[config.mk]
export PLATFORM = sky130hd
export DESIGN_NAME = faultify_injection_sequencer
export DESIGN_NICKNAME = d
export VERILOG_FILES = /design/src/rtl/faultify_pkg.sv /design/src/rtl/faultify_lfsr32.sv /design/src/rtl/faultify_injection_sequencer.sv
export SDC_FILE = /design/constraint.sdc
export NUM_CORES = 1
export LEC_CHECK = 0
export ABC_AREA = 1
export CORE_MARGIN = 8
export CORE_UTILIZATION = 47
export DETAILED_ROUTE_END_ITERATION = 6
export GPL_TIMING_DRIVEN = 0
export PLACE_DENSITY_LB_ADDON = 0.3
export REMOVE_ABC_BUFFERS = 1
export SLEW_MARGIN = 10
export SYNTH_ARGS = -nofsm -noshare
export SYNTH_HDL_FRONTEND = slang
export SYNTH_HIERARCHICAL = 1
export SYNTH_SLANG_ARGS = --single-unit
[constraint.sdc]
create_clock -name clk -period 5.8 [get_ports clk]
set_clock_uncertainty 0.2 [all_clocks]
set_input_delay 0.58 -clock clk [delete_from_list [all_inputs] [get_ports clk]]
set_output_delay 0.58 -clock clk [all_outputs]
set_load 0.005 [all_outputs]
[src/rtl/faultify_pkg.sv]
// Shared types and helpers for the fault-injection sequencer: injection modes,
// sequencer states, LFSR taps and seed conditioning.
package faultify_pkg;

   typedef enum logic [1:0] {
      INJ_OFF   = 2'd0,
      INJ_PERM  = 2'd1,
      INJ_TRANS = 2'd2,
      INJ_PROB  = 2'd3
   } injMode_t;

   typedef enum logic [1:0] {
      IDLE  = 2'd0,
      RUN   = 2'd1,
      DRAIN = 2'd2,
      DONE  = 2'd3
   } seqState_t;

   localparam logic [31:0] LFSR_TAPS = 32'h80200003;

   // An all-zero state would lock the LFSR up, so zero seeds become 1.
   function automatic logic [31:0] fixSeed(input logic [31:0] s);
      return (s == 32'h0) ? 32'h1 : s;
   endfunction

   function automatic logic [31:0] reverseBits(input logic [31:0] s);
      logic [31:0] r;
      for (int i = 0; i < 32; i++) begin
         r[i] = s[31-i];
      end
      return r;
   endfunction

endpackage

[src/rtl/faultify_lfsr32.sv]
// 32-bit Galois LFSR with synchronous seed load and an advance enable.
module faultify_lfsr32
   import faultify_pkg::*;
(
   input  logic        clk,
   input  logic        rst,
   input  logic        load,
   input  logic [31:0] seed,
   input  logic        advance,
   output logic [31:0] state
);

   // Load takes priority so a new run always starts from its own seed.
   always_ff @(posedge clk or negedge rst) begin
      if (!rst) begin
         state <= 32'h1;
      end else if (load) begin
         state <= fixSeed(seed);
      end else if (advance) begin
         state <= {1'b0, state[31:1]} ^ (state[0] ? LFSR_TAPS : 32'h0);
      end
   end

endmodule

[src/rtl/faultify_injection_sequencer.sv]
// Drives golden and faulty CUT copies with shared LFSR vectors, generates the
// injection vector and accumulates mismatch statistics after the CUT latency.
module faultify_injection_sequencer
   import faultify_pkg::*;
#(
   parameter int TEST_W  = 64,
   parameter int RES_W   = 23,
   parameter int INJ_W   = 13,
   parameter int LATENCY = 2
) (
   input  logic              clk,
   input  logic              rst,
   input  logic              start,
   input  logic [31:0]       num_cycles,
   input  logic [1:0]        inj_mode,
   input  logic [INJ_W-1:0]  inj_mask,
   input  logic [31:0]       inj_cycle,
   input  logic [15:0]       prob_thresh,
   input  logic [31:0]       seed,
   output logic [TEST_W-1:0] test_vector,
   output logic [INJ_W-1:0]  injection_vector,
   input  logic [RES_W-1:0]  golden_result,
   input  logic [RES_W-1:0]  faulty_result,
   output logic              busy,
   output logic              done,
   output logic [31:0]       err_count,
   output logic              err_seen,
   output logic [31:0]       first_err_idx
);

   localparam int DRAIN_LEN = (LATENCY == 0) ? 1 : LATENCY;

   seqState_t          state, nextState;
   injMode_t           modeQ;
   logic [31:0]        numCyclesQ, injCycleQ, vecIdx;
   logic [INJ_W-1:0]   maskQ, injNext;
   logic [15:0]        threshQ;
   logic [3:0]         drainCnt;
   logic [31:0]        vecLfsr, injLfsr;
   logic [63:0]        vecDup;
   logic               startOk, running, cmpValid, mismatch;
   logic [31:0]        cmpIdx;
   logic               unusedInjBits;

   assign running       = (state == RUN);
   assign vecDup        = {vecLfsr, vecLfsr};
   assign unusedInjBits = ^injLfsr[31:16];

   faultify_lfsr32 vecLfsrInst (
      .clk     (clk),
      .rst     (rst),
      .load    (startOk),
      .seed    (seed),
      .advance (running),
      .state   (vecLfsr)
   );

   faultify_lfsr32 injLfsrInst (
      .clk     (clk),
      .rst     (rst),
      .load    (startOk),
      .seed    (reverseBits(seed)),
      .advance (running),
      .state   (injLfsr)
   );

   always_ff @(posedge clk or negedge rst) begin
      if (!rst) begin
         state <= IDLE;
      end else begin
         state <= nextState;
      end
   end

   // A start is only honoured when idle or finished; a zero-length run skips RUN.
   always_comb begin
      nextState = state;
      startOk   = 1'b0;
      busy      = 1'b0;
      done      = 1'b0;
      case (state)
         IDLE, DONE: begin
            done = (state == DONE);
            if (start) begin
               startOk   = 1'b1;
               nextState = (num_cycles == 32'h0) ? DRAIN : RUN;
            end
         end
         RUN: begin
            busy = 1'b1;
            if (vecIdx == numCyclesQ - 32'd1) begin
               nextState = DRAIN;
            end
         end
         DRAIN: begin
            busy = 1'b1;
            if (drainCnt == 4'(DRAIN_LEN - 1)) begin
               nextState = DONE;
            end
         end
         default: nextState = IDLE;
      endcase
   end

   always_comb begin
      injNext = '0;
      case (modeQ)
         INJ_PERM:  injNext = maskQ;
         INJ_TRANS: injNext = (vecIdx == injCycleQ) ? maskQ : '0;
         INJ_PROB:  injNext = (injLfsr[15:0] < threshQ) ? maskQ : '0;
         default:   injNext = '0;
      endcase
   end

   // The RUN-cycle valid flag and vector index are delayed to line up with results.
   generate
      if (LATENCY == 0) begin : gNoPipe
         assign cmpValid = running;
         assign cmpIdx   = vecIdx;
      end else begin : gPipe
         logic [LATENCY-1:0] validPipe;
         logic [31:0]        idxPipe [LATENCY];
         always_ff @(posedge clk or negedge rst) begin
            if (!rst) begin
               validPipe <= '0;
               for (int i = 0; i < LATENCY; i++) begin
                  idxPipe[i] <= '0;
               end
            end else begin
               validPipe[0] <= running;
               idxPipe[0]   <= vecIdx;
               for (int i = 1; i < LATENCY; i++) begin
                  validPipe[i] <= validPipe[i-1];
                  idxPipe[i]   <= idxPipe[i-1];
               end
            end
         end
         assign cmpValid = validPipe[LATENCY-1];
         assign cmpIdx   = idxPipe[LATENCY-1];
      end
   endgenerate

   assign mismatch = cmpValid && (golden_result != faulty_result);

   always_ff @(posedge clk or negedge rst) begin
      if (!rst) begin
         modeQ            <= INJ_OFF;
         numCyclesQ       <= '0;
         injCycleQ        <= '0;
         maskQ            <= '0;
         threshQ          <= '0;
         vecIdx           <= '0;
         drainCnt         <= '0;
         test_vector      <= '0;
         injection_vector <= '0;
         err_count        <= '0;
         err_seen         <= 1'b0;
         first_err_idx    <= '0;
      end else begin
         injection_vector <= running ? injNext : '0;
         drainCnt         <= (state == DRAIN) ? drainCnt + 4'd1 : 4'd0;
         if (startOk) begin
            modeQ         <= injMode_t'(inj_mode);
            numCyclesQ    <= num_cycles;
            injCycleQ     <= inj_cycle;
            maskQ         <= inj_mask;
            threshQ       <= prob_thresh;
            vecIdx        <= '0;
            err_count     <= '0;
            err_seen      <= 1'b0;
            first_err_idx <= '0;
         end else begin
            if (running) begin
               test_vector <= vecDup[TEST_W-1:0];
               vecIdx      <= vecIdx + 32'd1;
            end
            if (mismatch) begin
               if (err_count != 32'hFFFFFFFF) begin
                  err_count <= err_count + 32'd1;
               end
               if (!err_seen) begin
                  first_err_idx <= cmpIdx;
               end
               err_seen <= 1'b1;
            end
         end
      end
   end

endmodule

# After elaboration in Yosys (flattened, before gate mapping)

Index checks and enable logic that the tools add are counted.

Add/subtract/negate cells: 4
Magnitude comparators: 1
Eq/ne operators: 15
Muxes and demuxes: 32
Bitwise operators: 3
Reduce and logical (&&, ||, !) cells: 14

Operator list:

| kind                                                | number |
|---|---|
| two-way mux 32 bit                                  | 16 |
| zero test 32 bit                                    | 3 |
| adder 32 x 1 -> 32 bit (second input constant)      | 2 |
| == test 32 bit                                      | 2 |
| XOR 31 x 32 -> 32 bit                               | 2 |
| two-way mux 13 bit                                  | 3 |
| one-hot mux 13 bit (3 select lines)                 | 1 |
| != test 32 bit (second input constant)              | 1 |
| subtractor 32 x 1 -> 32 bit (second input constant) | 1 |
| != test 23 bit                                      | 1 |
| < comparator 16 bit                                 | 1 |
| == test 2 bit (second input constant)               | 4 |
| two-way mux 2 bit                                   | 4 |
| two-way mux 1 bit                                   | 6 |
| one-hot mux 2 bit (3 select lines)                  | 1 |
| AND reduction 2 bit                                 | 3 |
| nonzero test 2 bit                                  | 3 |
| adder 4 x 1 -> 4 bit (second input constant)        | 1 |
| == test 2 x 1 -> 1 bit (second input constant)      | 2 |
| == test 4 x 1 -> 1 bit (second input constant)      | 1 |
| two-way mux 4 bit                                   | 1 |
| != test 2 x 1 -> 1 bit (second input constant)      | 2 |
| != test 2 bit (second input constant)               | 2 |
| OR reduction 2 bit                                  | 2 |
| other kinds (4)                                     | 4 |

Bits in registers: 405
Output and inout bits: 144
Logic and storage cells: 87

# Logic depth before layout (Yosys ltp)

Gate-level depths: netlist of run 1.

Depth in word-level cells: 5
Gate-level depth with buffers: 17

# By module

The synthesis of run 1 kept the hierarchy.

Modules (own cells, without submodules):

| module                       | times used | cells each | area an instance (µm²) | sequential area each (µm²) |
|---|---|---|---|---|
| faultify_injection_sequencer | 1          | 1879       | 15331.0                | 7732.4 |
| faultify_lfsr32              | 2          | 212        | 1615.3                 | 802.0 |

# Least setup slack after synthesis of run 1

OpenSTA, ideal clock, no wires.

Kind: flip-flop to flip-flop
Start: register, netlist name state[1]
End: register vecIdx[18]
Setup time: 0.121 ns
Arrival: 2.248 ns
Required time: 5.479 ns
Path slack: 3.231 ns
Cell stages (with the launch flop): 15
Buffers on the path: 1
Period minus slack after synthesis: 2.569 ns
Cells stage by stage: dfrtp_1 inv_1 ha_1 buf_4 inv_2 nor3_2 nand2_1 nor2_2 nand2_1 nor4_2 nand2_1 nor2_4 nand2_1 o21bai_1 a21oi_1

RTL lines:

| element                | line                                | source |
|---|---|---|
| end signal: assignment | faultify_injection_sequencer.sv:175 | `vecIdx <= vecIdx + 32'd1;` |
| end: declaration       | faultify_injection_sequencer.sv:35  | `logic [31:0] numCyclesQ, injCycleQ, vecIdx;` |

==> summary.txt, run 1 <==
Run status
  • Outcome: completed

Global route
  • Initial antenna violation count: 7
  • Global Route met3 Usage: 5.03%
  • Largest net degree at the start of global routing: 151
  • Grt peak-use layer: met2
  • Global-route wire length before repair: 85600 um
  • Vias in the first global route: 16089
  • Total grt overflow: 0
  • GRT Util Overall: 22.4%
  • Met1 Usage GRT: 28.1%
  • M2 GR Usage: 38.3%

Clock tree
  • CTS clk-pin slew, worst paths: 60 ps
  • Post-CTS setup repair buffer count: 0
  • Skew-Pair Late Insertion Delay: 550 ps
  • CTS max path bufs: 3
  • Sink Count: 373
  • Clk root buf: clkbuf_16
  • H-tree depth: 2
  • CTS tree: built
  • Cts bufs inserted: 40

Power
  • PwrDens: 472 nW/um2
  • Switch Pwr: 4.31 mW
  • Leakage: 10.6 nW
  • VDD IR max: 0.000299 V
  • Comb pwr share: 39.0%
  • Sequential Power Share: 36.5%
  • Pint: 6.72 mW
  • Total power: 11.0 mW
  • Clock power share: 24.6%
  • Sw frac: 39.1%

Final layout
  • Most frequent cells in the layout: 754 x nand2_1, 371 x dfrtp_1, 318 x clkdlybuf4s50_1
  • Share of post-route cells with drive strength above 1: 5.97%
  • Most common cell after layout, fill and taps aside: nand2_1
  • Fill cell count: 3467
  • FF/Latch Area: 9340 um2
  • Design area: 23300 um2
  • Area Growth Syn to Fin: 25.8%
  • Total Nets Final: 2750
  • Multi-input logic area: 7950 um2
  • Non-Filler Instances: 3108

Timing
  • Setup Viol. Count Final: 0
  • FMAX: 280 MHz
  • Post-route clock period utilization: 61.7%
  • Final WS setup: 2220 ps
  • Tmin final: 3580 ps
  • Final hold violation count: 0
  • RSZ-0062 raised after global routing: false
  • Final Max Tran Viols: 0
  • Max transition margin: 22.5%
  • Slew @ Worst Pin: 1160 ps

Routing
  • Final wirelength: 53400 um
  • First-pass iteration count of the detailed router: 6
  • Via Count: 16185
  • Via/cell ratio: 5.21
  • Post-route DRC violation count: 0
  • Remaining antenna violation count: 0
  • 1st-iter DRT viols: 1441
  • WL/cell: 17.2 um

Setup path
  • Critical path fanouts, max: 46
  • CP Data Required Time: 6040 ps
  • CP startpoint kind: flop
  • Worst path arrival time: 3820 ps
  • Crit Path Category: flop to flop
  • Cells on worst reg2reg path: 14
  • Worst setup EP type: flop

Placed design
  • Port buffer count: 319
  • Setup WS pre-CTS: 1840 ps
  • Placed cells: 3033
  • DP HPWL: 38600 um
  • RD Place Congestion: 0.883
  • Area after DPL: 21900 um2

Worst hold path
  • Hold Crit Depth: 0
  • Hold crit path type: flop to flop

Floorplanning
  • Rows: 73
  • Die Area: 46100 um2
  • Starting density of the core: 47.2%
  • CORE AREA: 39400 um2
  • Top-level port count: 320
  • Die span in y: 215 um
  • Die width: 215 um

Flow run
  • Maxcap violations: 0

Synth
  • Area leader, netlist: dfrtp_1
  • Top cells by area, synth: dfrtp_1 50%, nand2_1 15%, nor2_1 5.0%, o21ai_0 3.4%, inv_1 2.9%
  • Primary FF master, synth: dfrtp_1
  • Synth Warn #: 6
  • Sequential share of the synthesized area: 50.3%
  • Post-synthesis register bit count: 373
  • Avg Inst Size Synth: 8.06 um2
  • Asr flop ratio synth: 100%
  • Post-synth EDFFs: 0
  • Unique cell type count in the Yosys netlist: 45
  • Share of the synthesized area in the top cell type: 50.0%
  • Mapped Area: 18600 um2
  • Gate Count Post-Synth: 2303
[area by class of cell]
cell class	count	share of cell area, %
diodes	2	0.0214
clock inverters	19	1.19
repair buffers	327	14.5
well taps	525	2.81
multi-input cells	1648	34.1
inverters	161	2.63
clock buffers	53	4.80
flip-flops and latches	373	40.0
[flip-flops by register name, indices dropped and copies added (netlist names)]
name               count
injCycleQ             32
gPipe.idxPipe         32
gPipe.validPipe        2
err_seen               1
state                  2
injLfsrInst/state     32
injection_vector      13
maskQ                 13
threshQ               16
cmpIdx                32
vecIdx                32
modeQ                  2
test_vector           32
err_count             32
first_err_idx         32
numCyclesQ            32
drainCnt               4
vecLfsrInst/state     32
[final timing paths]
| check | startpoint | endpoint | slack [ps] |
|---|---|---|---|
| max | state[1] | vecIdx[18] | 2220 |
| max reg2reg | state[1] | vecIdx[18] | 2220 |
| min reg2reg | gPipe.idxPipe[36] | cmpIdx[4] | 140 |
| max in group asynchronous | rst | vecLfsrInst/state[16] | 3570 |
| min in group asynchronous | rst | first_err_idx[12] | 440 |
| min | gPipe.idxPipe[36] | cmpIdx[4] | 140 |
[worst max-delay path, cell delays in order (launching register included)]
cell and delay, ps:
dfrtp_1 420, inv_1 70, ha_2 510, buf_12 260
inv_2 410, nor3_2 310, nand2_1 140, nor2_2 140
nand2_1 110, nor4_2 220, nand2_1 180, nor2_4 170
nand2_1 100, o21bai_1 150, a21oi_1 50
[cell families after synthesis]
group                      synth area share (%)
and+or+nand+nor                            28.0
AOI/OAI and AO/OA                          7.95
xor gates and xnor gates                   5.28
DFF                                        50.3
adders and majority gates                  1.55
buffers and inverters                      6.92
[power groups by stage]
stage	Combinational (mW)	Clock (mW)	Sequential (mW)
6_report	4.30	2.71	4.02
5_1_grt	4.84	2.87	4.12
4_1_cts	4.33	2.76	4.02
3_5_place_dp	4.31	0	4.05
3_3_place_gp	4.19	0	4.04
2_1_floorplan	2.66	0	3.90
[cells in the mapped netlist (all sizes together) (2+ instances only)]
master and number:
clkbuf 54, a22oi 4, nor4 35, o21bai 3
o31ai 10, buf 67, a21oi 106, nor3 40
or2 15, a31oi 4, xor2 55, nand2 762
nand3 81, nand3b 5, dfstp 2, inv 161
o21ai 147, dfrtp 371, nor3b 2, ha 23
nand4 28, nor2 266, xnor2 57
[metal layers]
metal / wire, um / vias up
met3: 3540 / 99
li1: - / 7812
met1: 22400 / 7740
met5: 62 / -
met2: 25900 / 524
met4: 1490 / 10
[repair_timing]
| action | in CTS | in global routing |
|---|---|---|
| hold buffers | 1 | 0 |
| endpoints found under the hold margin | 86 | 0 |
| resized for setup | 0 | 0 |
[through the flow]
stage,TNS (ps),util [%],hold WS [ps]
2_1_floorplan,-21390,-,84.4
3_3_place_gp,-5481090,55.2,132
3_5_place_dp,0,55.7,135
4_1_cts,0,59.3,147
5_1_grt,0,59.3,154
6_report,0,59.3,140
Note: power is estimated with default switching activity, not from simulation.
==> run 2, diff against run 1 <==
==> constraint.sdc (replaced) <==
create_clock -name clk -period 3.01 [get_ports clk]
set_clock_uncertainty 0.2 [all_clocks]
set_input_delay 0.301 -clock clk [delete_from_list [all_inputs] [get_ports clk]]
set_output_delay 0.301 -clock clk [all_outputs]
set_load 0.005 [all_outputs]
==> run 2 against run 1 <==
Net effect: flip-flop and latch count unchanged; first-iteration DRC count increased by 1.2%; cell count up 0.29%; final area up 0.64%; critical path type unchanged; largest cell class unchanged; largest power group unchanged.
==> summary.txt, run 2 (synthesis gave the netlist of run 1 again) <==
Run status
  • Outcome: completed

Floorplanning
  • Die Area: 46100 um2
  • Top-level port count: 320
  • Starting density of the core: 47.2%
  • Die width: 215 um
  • Rows: 73
  • CORE AREA: 39400 um2
  • Die span in y: 215 um

Final layout
  • Most common cell after layout, fill and taps aside: nand2_1
  • Design area: 23500 um2
  • Share of post-route cells with drive strength above 1: 6.26%
  • Area Growth Syn to Fin: 26.6%
  • Total Nets Final: 2755
  • Most frequent cells in the layout: 752 x nand2_1, 371 x dfrtp_1, 318 x clkdlybuf4s50_1

Clock tree
  • CTS clk-pin slew, worst paths: 60 ps
  • CTS max path bufs: 3
  • Clk root buf: clkbuf_16
  • Cts bufs inserted: 40
  • Sink Count: 373
  • CTS tree: built
  • H-tree depth: 2
  • Skew-Pair Late Insertion Delay: 550 ps

Setup path
  • Cells on worst reg2reg path: 14
  • R2R Setup Slk: 210 ps
  • Critical path fanouts, max: 46
  • CP most frequent cell: nand2_1
  • CP startpoint kind: flop
  • Worst setup EP type: flop
  • Worst path arrival time: 3040 ps
  • Worst path cell trace: inv_1 -> ha_4 -> buf_12 -> inv_8 -> nor3_2 -> nand2_1 -> nor2_2 -> nand2_1 -> nor4_4 -> nand2_2 -> nor2_4 -> nand2_1 -> o21bai_1 -> a21oi_1
  • Critical path's slowest cell: dfrtp_1
  • RR Endpoint: vecIdx[18]
  • Worst r2r src: state[1]
  • Crit path largest cell delay: 420 ps
  • CP Data Required Time: 3250 ps
  • Crit Path Category: flop to flop

Global route
  • GRT Util Overall: 22.9%
  • Largest net degree at the start of global routing: 106
  • Total grt overflow: 0
  • Initial antenna violation count: 8
  • Vias in the first global route: 16224
  • Global-route wire length before repair: 86900 um

Routing
  • Post-route DRC violation count: 0
  • First-pass iteration count of the detailed router: 5
  • Via Count: 16304
  • WL/cell: 17.5 um
  • 1st-iter DRT viols: 1458
  • Remaining antenna violation count: 0
  • Via/cell ratio: 5.23
  • Final wirelength: 54700 um

Timing
  • RSZ-0062 raised after global routing: true
  • FMAX: 357 MHz
  • Slew @ Worst Pin: 889 ps
  • WHS: 91.8 ps
  • Final hold violation count: 0
  • Tmin final: 2800 ps
  • Post-route clock period utilization: 93.0%
  • Final Max Tran Viols: 0
  • Setup Viol. Count Final: 0
  • Max transition margin: 40.5%

Flow run
  • Maxcap violations: 0

Worst hold path
  • Worst Hold End: injCycleQ[9]
  • Hold Crit Depth: 3
  • Hold crit path type: input pin to flop
  • Worst hold start: inj_cycle[9]

Placed design
  • Port buffer count: 319
  • DP HPWL: 38600 um
  • Area after DPL: 21900 um2
  • RD Place Congestion: 0.883

Power
  • Clock power share: 24.3%
  • Sw frac: 39.4%
  • Comb pwr share: 39.7%
  • Leakage: 10.7 nW
  • Switch Pwr: 8.49 mW
  • VDD IR max: 0.000574 V
  • Pint: 13.0 mW
  • PwrDens: 917 nW/um2
  • Sequential Power Share: 36.0%
-- run 2: cell count changes in the layout (fill, tap and decap cells not counted), sizes merged --
cell,before,now
diode,2,6
clkinv,10,11
buf,8,10
nand2,762,763
bufbuf,0,1
-- run 2: critical path, delay by kind of cell (launching register included) --
kind                       cells  cell delay (ps)
DFF                            1              420
buffers and inverters          3              480
and+or+nand+nor                8             1200
adders and majority gates      1              180
AOI/OAI and AO/OA              2              200
-- run 2: cell type report --
| cell class | count | area [um2] |
|---|---|---|
| antenna | 6 | 15.0 |
| clock buffer | 53 | 1120 |
| clock inverter | 19 | 278 |
| fill | 3452 | 15900 |
| inverter | 161 | 651 |
| multi-input combinational | 1649 | 8000 |
| sequential | 373 | 9340 |
| tap | 525 | 657 |
| timing repair buffer | 330 | 3430 |
| timing repair inverter | 1 | 8.76 |
-- run 2: worst max path at each step --
stage                                start               end  slack [ps]
final                             state[1]        vecIdx[18]         210
after CTS                         state[1]        vecIdx[18]          60
after detailed placement  golden_result[4]  first_err_idx[4]        -670
after global placement                 rst   test_vector[44]      -14730
after global routing              state[1]        vecIdx[18]         -10
after floorplan                   state[0]  first_err_idx[0]       -3440
-- run 2: through the flow --
| stage | instances | worst slack [ps] | power, mW | setup TNS (ps) | util (%) |
|---|---|---|---|---|---|
| final | 3117 | 212 | 21.5 | 0 | 59.7 |
| after global routing | 3114 | -14.2 | 23.1 | -14.2 | 59.7 |
| after CTS | 3110 | 63.4 | 21.7 | 0 | 59.5 |
| after detailed placement | 3033 | -668 | 16.1 | -54620 | 55.7 |
| after global placement | 3026 | -14730 | 15.5 | -7103700 | 55.2 |
| after floorplan | 2182 | -3440 | 12.6 | -604910 | - |
-- run 2: per-layer routing --
layer | vias to the layer above | share of wire (%) | GRT usage, %
li1 | 7825 | - | -
met1 | 7834 | 41 | 28.6
met2 | 542 | 50 | 39.2
met3 | 93 | 6.6 | 5.10
met4 | 10 | 2.4 | 7.15
met5 | - | 0.11 | 0
-- run 2: timing repair --
item                                   CTS  global route
cloned                                   2             1
setup endpoints to repair              135            27
endpoints found under the hold margin   86             0
resized for setup                        8            10
hold buffers                             1             0
pin swaps                                0             1
setup buffers                            2             0
-- run 2: power by group through the flow --
stage          combinational, mW  clock [mW]  sequential, mW
2_1_floorplan               5.12           0            7.52
3_3_place_gp                7.67           0            7.79
3_5_place_dp                8.30           0            7.80
4_1_cts                     8.58        5.33            7.75
5_1_grt                     9.61        5.52            7.94
6_report                    8.56        5.22            7.75
==> run 3, diff against run 2 <==
--- a/config.mk
+++ b/config.mk
@@ -10,8 +10,9 @@
 export CORE_UTILIZATION = 47
 export DETAILED_ROUTE_END_ITERATION = 6
 export GPL_TIMING_DRIVEN = 0
-export PLACE_DENSITY_LB_ADDON = 0.3
+export PLACE_DENSITY = 0.84
 export REMOVE_ABC_BUFFERS = 1
+export SKIP_CTS_REPAIR_TIMING = 1
 export SLEW_MARGIN = 10
 export SYNTH_ARGS = -nofsm -noshare
 export SYNTH_HDL_FRONTEND = slang
==> run 3 against run 2 <==
Net effect: global-route usage down 0.067 points; clock power down 3%; register-to-register slack worse by 30 ps; sequential share of layout area up 0.089 points; setup slack worse by 33 ps; final area down 0.22%; first-iteration DRC count down 17%; flip-flop and latch count unchanged; critical path type unchanged; largest power group unchanged.
==> summary.txt, run 3 (synthesis gave the netlist of run 1 again) <==
Setup path
  • Crit Path Category: flop to flop
  • R2R Setup Slk: 180 ps
  • Buffers and inverters on the worst path: 4
  • Cells on worst reg2reg path: 9
  • Critical path's slowest cell: ha_2
  • CP startpoint kind: flop
  • CP Data Required Time: 3270 ps
  • Worst path arrival time: 3090 ps
  • Worst r2r src: state[0]
  • CP delay by family, top: buffers and inverters
  • Worst setup EP type: flop
  • Critical path fanouts, max: 76
  • Crit path largest cell delay: 540 ps
  • Worst path cell trace: inv_1 -> ha_2 -> nand2_8 -> clkinv_16 -> buf_16 -> nor2_4 -> inv_6 -> nor2_1 -> a21oi_1
  • RR Endpoint: vecLfsrInst/state[5]

Final layout
  • Share of post-route cells with drive strength above 1: 6.14%
  • Area Growth Syn to Fin: 26.3%
  • Most common cell after layout, fill and taps aside: nand2_1
  • Most frequent cells in the layout: 753 x nand2_1, 371 x dfrtp_1, 318 x clkdlybuf4s50_1
  • Total Nets Final: 2757
  • Non-Filler Instances: 3120
  • Fill cell count: 3364

Flow run
  • Maxcap violations: 0

Placed design
  • DP HPWL: 39200 um
  • RD Place Congestion: 0.928
  • Setup WS pre-CTS: -706 ps
  • Port buffer count: 319
  • Placed cells: 3033

Power
  • Pint: 12.8 mW
  • Total power: 21.5 mW
  • Sw frac: 40.2%
  • PwrDens: 916 nW/um2
  • Leakage: 10.6 nW
  • Switch Pwr: 8.62 mW
  • Clock power share: 23.5%
  • VDD IR max: 0.000600 V
  • Sequential Power Share: 36.2%
  • Comb pwr share: 40.3%

Worst hold path
  • Hold Crit Depth: 3
  • Hold crit path type: input pin to flop
  • Worst Hold End: injCycleQ[2]
  • Worst hold start: inj_cycle[2]

Global route
  • Grt peak-use layer: met2
  • Vias in the first global route: 16452
  • Met1 Usage GRT: 27.2%
  • Global-route wire length before repair: 86400 um
  • M2 GR Usage: 39.5%
  • GRT Util Overall: 22.8%
  • Initial antenna violation count: 11
  • Largest net degree at the start of global routing: 153
  • Total grt overflow: 0
  • Global Route met3 Usage: 6.14%

Clock tree
  • Clk root buf: clkbuf_16
  • CTS max path bufs: 3
  • Skew-Pair Late Insertion Delay: 560 ps
  • H-tree depth: 2
  • CTS tree: built
  • CTS clk-pin slew, worst paths: 60 ps
  • Cts bufs inserted: 40
  • Sink Count: 373

Timing
  • Post-route clock period utilization: 94.1%
  • WHS: 77.1 ps
  • Max transition margin: 41.2%
  • Slew @ Worst Pin: 879 ps
  • Final WS setup: 179 ps
  • Tmin final: 2830 ps
  • Final Max Tran Viols: 0
  • Final hold violation count: 0
  • Setup Viol. Count Final: 0
  • FMAX: 353 MHz

Floorplanning
  • Starting density of the core: 47.2%
  • Die Area: 46100 um2
  • Die width: 215 um
  • CORE AREA: 39400 um2
  • Rows: 73
  • Die span in y: 215 um
  • Top-level port count: 320

Routing
  • 1st-iter DRT viols: 1207
  • Final wirelength: 55700 um
  • Via Count: 16358
  • Post-route DRC violation count: 0
  • First-pass iteration count of the detailed router: 5
  • Via/cell ratio: 5.24
  • Remaining antenna violation count: 0
  • WL/cell: 17.8 um

Run status
  • Outcome: completed
[run 3: cell count changes in the layout (fill, tap and decap cells not counted), sizes merged, moves of 2 or more]
cell      previous run  this run
bufinv               6         3
clkbuf              53        60
clkinv              11         5
clkinvlp             1         3
[run 3: stage by stage]
step	area [um2]	util [%]	TNS [ps]
finish	23400	59.5	0
detailed placement	21900	55.7	-54140
global route	23400	59.5	-61.5
floorplan	17900	-	-604910
global placement	21700	55.2	-6885600
CTS	23300	59.1	-41450
[run 3: how the worst max path moves through the flow]
stage                        from              endpoint  slack (ps)  cells past startpoint
floorplan                state[0]      first_err_idx[0]       -3440                      7
global placement              rst       test_vector[40]      -14440                      1
detailed placement       state[0]  vecLfsrInst/state[5]        -710                      9
CTS                      state[0]  vecLfsrInst/state[5]        -700                      9
global route        numCyclesQ[0]              state[1]         -40                     15
finish                   state[0]  vecLfsrInst/state[5]         180                      9
[run 3: cell type report]
type                            instances  area, um2  area share (%)
Antenna cell                            7       17.5          0.0747
Clock buffer                           59       1160            4.96
Inverter                              161        651            2.78
Multi-Input combinational cell       1650       8000            34.1
Sequential cell                       373       9340            39.8
Tap cell                              525        657            2.80
Timing Repair inverter                  1       11.3          0.0480
Clock inverter                         13        181           0.774
Timing Repair Buffer                  331       3420            14.6
[run 3: metal layers]
| metal | wire length, um | vias to the layer above | part of all wire, % |
|---|---|---|---|
| met5 | 81 | - | 0.15 |
| met4 | 1740 | 12 | 3.1 |
| li1 | - | 7843 | - |
| met2 | 27400 | 596 | 49 |
| met1 | 22200 | 7781 | 40 |
| met3 | 4320 | 126 | 7.8 |
[run 3: worst min-delay path, stage by stage]
cell and delay (ps):
clkdlybuf4s50_1 390, nand2_1 60, nand2_1 40
[run 3: power groups by stage]
stage                     combinational [mW]  sequential [mW]  clock, mW
final                                   8.66             7.77       5.04
after global routing                    9.76             7.94       5.32
after CTS                               8.38             7.76       5.12
after detailed placement                8.31             7.80          0
after global placement                  7.77             7.79          0
after floorplan                         5.12             7.52          0
